[src/rtl/sdram_read_pkg.sv]
// Encodings and address helpers shared by the SDRAM read and write sequencers.
package sdram_read_pkg;

  // {CKE, CS_N, RAS_N, CAS_N, WE_N}
  localparam logic [4:0] CMD_NOP   = 5'b10111;
  localparam logic [4:0] CMD_PREC  = 5'b10010;
  localparam logic [4:0] CMD_ACT   = 5'b10011;
  localparam logic [4:0] CMD_READ  = 5'b10101;
  localparam logic [4:0] CMD_WRITE = 5'b10100;

  localparam logic [11:0] ADDR_A10_ALL = 12'h400;

  function automatic logic [11:0] addr_row(input logic [19:0] addr);
    return addr[11:0];
  endfunction

  function automatic logic [7:0] addr_col(input logic [19:0] addr);
    return addr[19:12];
  endfunction

endpackage

[src/rtl/sdram_dq_capture.sv]
// DQ capture register and valid pipe; SDRAM_READ_DQ_REG_EN adds an input register on dq_i.
module sdram_dq_capture #(
  parameter int unsigned DATA_W = 16
) (
  input  logic              clk_i,
  input  logic              rst_i,
  input  logic              valid_i,
  input  logic [DATA_W-1:0] dq_i,
  output logic              valid_o,
  output logic [DATA_W-1:0] data_o
);

  logic [DATA_W-1:0] dq_s;
  logic              valid_q;
  logic [DATA_W-1:0] data_q;

`ifdef SDRAM_READ_DQ_REG_EN
  logic [DATA_W-1:0] dq_q;

  always_ff @(posedge clk_i) begin
    if (rst_i) begin
      dq_q <= '0;
    end else begin
      dq_q <= dq_i;
    end
  end

  assign dq_s = dq_q;
`else
  assign dq_s = dq_i;
`endif

  always_ff @(posedge clk_i) begin
    if (rst_i) begin
      valid_q <= 1'b0;
      data_q  <= '0;
    end else begin
      valid_q <= valid_i;
      if (valid_i) begin
        data_q <= dq_s;
      end
    end
  end

  assign valid_o = valid_q;
  assign data_o  = data_q;

endmodule

[src/rtl/sdram_read.sv]
// SDRAM read-burst sequencer: PREC, ACT, READ, CAS wait, then BURST_LEN words into the read FIFO.
// Define SDRAM_READ_DQ_REG_EN to register DQ at the input (adds one cycle of read latency).
module sdram_read
  import sdram_read_pkg::*;
#(
  parameter int unsigned DATA_W    = 16,
  parameter int unsigned BURST_LEN = 4,
  parameter int unsigned CAS_LAT   = 3,
  parameter int unsigned TRCD      = 2
) (
  input  logic              S_CLK,
  input  logic              RST,
  input  logic              read_en,
  output logic              read_ack,
  input  logic [19:0]       sdram_addr,
  output logic [4:0]        read_cmd,
  output logic [11:0]       read_addr,
  input  logic [DATA_W-1:0] sdram_dq,
  output logic              fifo_wr_req,
  output logic [DATA_W-1:0] fifo_wr_data
);

  localparam logic [2:0] StIdle     = 3'd0;
  localparam logic [2:0] StPrec     = 3'd1;
  localparam logic [2:0] StAct      = 3'd2;
  localparam logic [2:0] StTrcdWait = 3'd3;
  localparam logic [2:0] StRd       = 3'd4;
  localparam logic [2:0] StClWait   = 3'd5;
  localparam logic [2:0] StData     = 3'd6;

`ifdef SDRAM_READ_DQ_REG_EN
  localparam int unsigned DqExtra = 1;
`else
  localparam int unsigned DqExtra = 0;
`endif

  // Wait counters are loaded with (cycles - 1) on entry and count down to zero.
  localparam int unsigned ClCycles = CAS_LAT - 1 + DqExtra;
  localparam logic [3:0]  TrcdLoad = (TRCD > 1) ? 4'(TRCD - 2) : 4'd0;
  localparam logic [3:0]  ClLoad   = 4'(ClCycles - 1);
  localparam logic [2:0]  BurstLast = 3'(BURST_LEN - 1);

  logic [2:0]  state_q, state_d;
  logic [3:0]  wait_q, wait_d;
  logic [2:0]  burst_q, burst_d;
  logic [19:0] addr_q, addr_d;
  logic [4:0]  cmd_q, cmd_d;
  logic [11:0] raddr_q, raddr_d;
  logic        ack_q, ack_d;

  always_comb begin
    state_d = state_q;
    wait_d  = wait_q;
    burst_d = burst_q;
    addr_d  = addr_q;
    ack_d   = 1'b0;
    unique case (state_q)
      StIdle: begin
        if (read_en) begin
          state_d = StPrec;
          addr_d  = sdram_addr;
        end
      end
      StPrec: state_d = StAct;
      StAct: begin
        if (TRCD > 1) begin
          state_d = StTrcdWait;
          wait_d  = TrcdLoad;
        end else begin
          state_d = StRd;
        end
      end
      StTrcdWait: begin
        if (wait_q == 4'd0) begin
          state_d = StRd;
        end else begin
          wait_d = wait_q - 4'd1;
        end
      end
      StRd: begin
        state_d = StClWait;
        wait_d  = ClLoad;
      end
      StClWait: begin
        if (wait_q == 4'd0) begin
          state_d = StData;
          burst_d = 3'd0;
        end else begin
          wait_d = wait_q - 4'd1;
        end
      end
      StData: begin
        if (burst_q == BurstLast) begin
          state_d = StIdle;
          ack_d   = 1'b1;
        end else begin
          burst_d = burst_q + 3'd1;
        end
      end
      default: state_d = StIdle;
    endcase
  end

  // Command bus is registered from the next state so it lines up with the state it belongs to.
  always_comb begin
    cmd_d   = CMD_NOP;
    raddr_d = ADDR_A10_ALL;
    case (state_d)
      StPrec: cmd_d = CMD_PREC;
      StAct: begin
        cmd_d   = CMD_ACT;
        raddr_d = addr_row(addr_q);
      end
      StRd: begin
        cmd_d   = CMD_READ;
        raddr_d = {4'b0000, addr_col(addr_q)};
      end
      default: ;
    endcase
  end

  always_ff @(posedge S_CLK) begin
    if (RST) begin
      state_q <= StIdle;
      wait_q  <= 4'd0;
      burst_q <= 3'd0;
      addr_q  <= 20'd0;
      cmd_q   <= CMD_NOP;
      raddr_q <= ADDR_A10_ALL;
      ack_q   <= 1'b0;
    end else begin
      state_q <= state_d;
      wait_q  <= wait_d;
      burst_q <= burst_d;
      addr_q  <= addr_d;
      cmd_q   <= cmd_d;
      raddr_q <= raddr_d;
      ack_q   <= ack_d;
    end
  end

  sdram_dq_capture #(
    .DATA_W (DATA_W)
  ) u_dq_capture (
    .clk_i   (S_CLK),
    .rst_i   (RST),
    .valid_i (state_q == StData),
    .dq_i    (sdram_dq),
    .valid_o (fifo_wr_req),
    .data_o  (fifo_wr_data)
  );

  assign read_cmd  = cmd_q;
  assign read_addr = raddr_q;
  assign read_ack  = ack_q;

endmodule

[config.mk]
export PLATFORM = sky130hd
export DESIGN_NAME = sdram_read
export DESIGN_NICKNAME = d
export VERILOG_FILES = /design/src/rtl/sdram_read_pkg.sv /design/src/rtl/sdram_dq_capture.sv /design/src/rtl/sdram_read.sv
export SDC_FILE = /design/constraint.sdc
export NUM_CORES = 1
export LEC_CHECK = 0
export ABC_AREA = 1
export BUFFER_PORTS_ARGS = -buffer_cell sky130_fd_sc_hd__buf_2
export CORE_MARGIN = 1
export CORE_UTILIZATION = 30
export DETAILED_ROUTE_END_ITERATION = 10
export GPL_TIMING_DRIVEN = 1
export PLACE_DENSITY = 0.59
export SYNTH_ARGS = -nofsm -noshare
export SYNTH_HDL_FRONTEND = slang
export SYNTH_SLANG_ARGS = --single-unit
export TNS_END_PERCENT = 1
[constraint.sdc]
create_clock -name S_CLK -period 2 [get_ports S_CLK]
set_clock_uncertainty 0.15 [all_clocks]
set_input_delay 0.4 -clock S_CLK [delete_from_list [all_inputs] [get_ports S_CLK]]
set_output_delay 0.4 -clock S_CLK [all_outputs]
set_load 0.1 [all_outputs]
==> metrics <==
# hold bufs at CTS=0; Syn Area/Cell=between 7 and 8 sq um; status=completed; post-CTS setup buffer count=0; RSZ-0062 raised after global routing=false; fin crit share=0.858; cell area after synthesis=2370 sq um; syn_nets=roughly 340; Total GRT Usage=0.133; Slowest-stage cell, CP=dfxtp_1; commonest cells after routing, fill and taps aside=71 x buf_2, 63 x dfxtp_1, 54 x nand2_1; commonest non-fill, non-tap cell in the layout=buf_2; power density over the cells=about 1200 nW/um^2; Initial Util=0.309; clock power share=0.289; Die W=a little over 90 um; I/O pin count=74; Worst setup SP type=flip-flop; post-DP HPWL=roughly 3.6 mm; grt ovf=0; clock tree from TritonCTS=built; Final Total Pwr=approximately 3500 uW; CP Max Fanout=9; HP Class=in -> reg; gp weighted congestion=0.854; max-cap check violation count=0; floorplan row count=32; htree depth=3; Pleak=between 0.001 and 0.0015 uW; Die H=91.0 um; setup ws final=between 200 and 300 ps; Synth Register Bits=63; switch share=0.360; share of cells above drive strength 1=0.260; synth unique cells=25; Setup Viol. Count Final=0; Fin. Hold Viols=0; CP Capture Type=flip-flop; Root Driver=clkbuf_8; CTS sink cnt=63; sw power=around 1300 uW; Crit Path Class=reg -> reg; Peak VDD IR=about 0.00063 V; Final Critical Period=approximately 1700 ps; Synth Instances=301; routed length per instance=10.7 um; Seq/Total Area, Yosys=0.531; Pre-antenna DRT Iters=4; number of global-route vias before repair=1900; final net count=416; setup TNS=0 ps; post-place setup slack=between 200 and 300 ps; Slew Limit Fails=0; via count=roughly 2100; area of the die=a little over 8000 sq um; final antenna-violating net count=0; warnings from Yosys=0; drt drc=0; fmax=583 MHz; Seq pwr share=0.432; Cell Chain, Critical Path=inv_1, ha_1, nand3_1, nor2_1, nand2_1, o21ai_0; largest net degree at the start of global routing=31; First DRT Iteration DRCs=between 100 and 150; core area=between 7000 and 8000 sq um; WP data required=2100 ps; Layout area overhead=26.1%; CTS buffer count=9; Gate power share=0.279; Arrival @ worst endpoint=1820 ps; Port Buffers=between 70 and 80; CTS resizes=0; Via density=approximately 4.4; clock slew at reported path FFs=around 60 ps; Fill cells=831; worst-skew pair later-pin latency=around 330 ps; Routed WL=about 5.1 mm; Internal Pwr Total=around 2200 uW; Antenna diodes=0; first-pass GRT wire length=between 8 and 9 mm; Core Util, Final=0.389; Longest Clk Path Bufs=2; Worst path max stage delay=between 300 and 400 ps; initial antenna violation count=0
-- path summary, 6_finish.rpt --
kind,from,end,slack (ps),depth (start not counted)
setup / recovery,wait_q[0],read_addr[7],280,6
hold / removal,sdram_dq[11],u_dq_capture.data_o[11],160,3
setup reg to reg,wait_q[0],read_addr[7],280,6
hold reg to reg,addr_q[12],addr_q[12],290,2
-- cells by family after synthesis --
group | Yosys count | share of synthesized area
simple gates | 116 | 0.204
compound gates | 71 | 0.154
flops | 63 | 0.531
buf+inv | 44 | 0.0827
fa+ha+maj | 4 | 0.0211
other cells | 2 | 0.00316
xor+xnor | 1 | 0.00369
-- cell usage after synthesis --
| library cell | instances | area, sq um |
|---|---|---|
| nor3b_1 | 1 | 7.51 |
| nor2_1 | 34 | 128 |
| nor2_2 | 1 | 6.26 |
| conb_1 | 2 | 7.51 |
| nand2_1 | 54 | 203 |
| buf_6 | 1 | 11.3 |
| nand2_2 | 2 | 12.5 |
| dfxtp_1 | 63 | 1260 |
| o21ai_0 | 33 | 165 |
| clkbuf_1 | 7 | 26.3 |
| ha_1 | 4 | 50.1 |
| inv_1 | 25 | 93.8 |
| clkinv_1 | 1 | 3.75 |
| buf_1 | 2 | 7.51 |
| buf_4 | 6 | 45.0 |
| buf_2 | 1 | 5.00 |
| a21oi_1 | 34 | 170 |
| xnor2_1 | 1 | 8.76 |
| inv_2 | 1 | 3.75 |
| nor3_1 | 2 | 10.0 |
| o21ai_2 | 2 | 17.5 |
| a31oi_1 | 2 | 12.5 |
| nand3_2 | 1 | 10.0 |
| nand4_1 | 3 | 18.8 |
| nand3_1 | 18 | 90.1 |
-- sequential cells by signal, indices dropped and copies added (netlist names) --
| name | cells |
|---|---|
| read_cmd | 3 |
| burst_q | 3 |
| u_dq_capture.data_o | 16 |
| state_q | 3 |
| wait_q | 4 |
| u_dq_capture.valid_o | 1 |
| addr_q | 20 |
| read_addr | 12 |
| read_ack | 1 |
-- metrics by stage --
step | area [sq um] | hold slack, ps | std cells
final | 2990 | 163 | 479
after global routing | 2990 | 150 | 479
after CTS | 2990 | 137 | 479
after detailed placement | 2820 | 288 | 464
after global placement | 2820 | 282 | 464
after floorplan | 2370 | 268 | 301
-- layer usage --
metal | routed length [um] | global-route usage | vias to the layer above | part of all wire
met2 | 2300 | 0.217 | 73 | 0.45
li1 | - | - | 1113 | -
met1 | 2430 | 0.154 | 898 | 0.47
met4 | 41 | 0.0357 | 0 | 0.0080
met5 | 0 | 0 | - | 0
met3 | 367 | 0.0653 | 4 | 0.072
-- power groups by stage --
stage / combinational [uW] / sequential, uW / clock (uW)
detailed placement: 985 / 1540 / 0
floorplan: 560 / 1790 / 0
global route: 1100 / 1540 / 1110
global placement: 977 / 1540 / 0
CTS: 990 / 1520 / 1070
finish: 982 / 1520 / 1020
-- cell type report --
type	count	area, sq um	area share
Sequential cell	63	1260	0.421
Multi-Input combinational cell	194	917	0.306
Timing Repair Buffer	78	408	0.136
Clock buffer	11	131	0.0439
Tap cell	102	128	0.0426
Inverter	27	101	0.0338
Clock inverter	4	47.5	0.0159
-- worst max-delay path, delay by kind of cell (launching register included) --
kind / cells / cell delay, ps
AO/OA/AOI/OAI: 1 / 220
adder cells (fa/ha/maj): 1 / 160
buffers and inverters: 1 / 110
flip-flops: 1 / 320
AND/OR/NAND/NOR: 3 / 670
No activity file was read; power rests on OpenSTA's default activity.
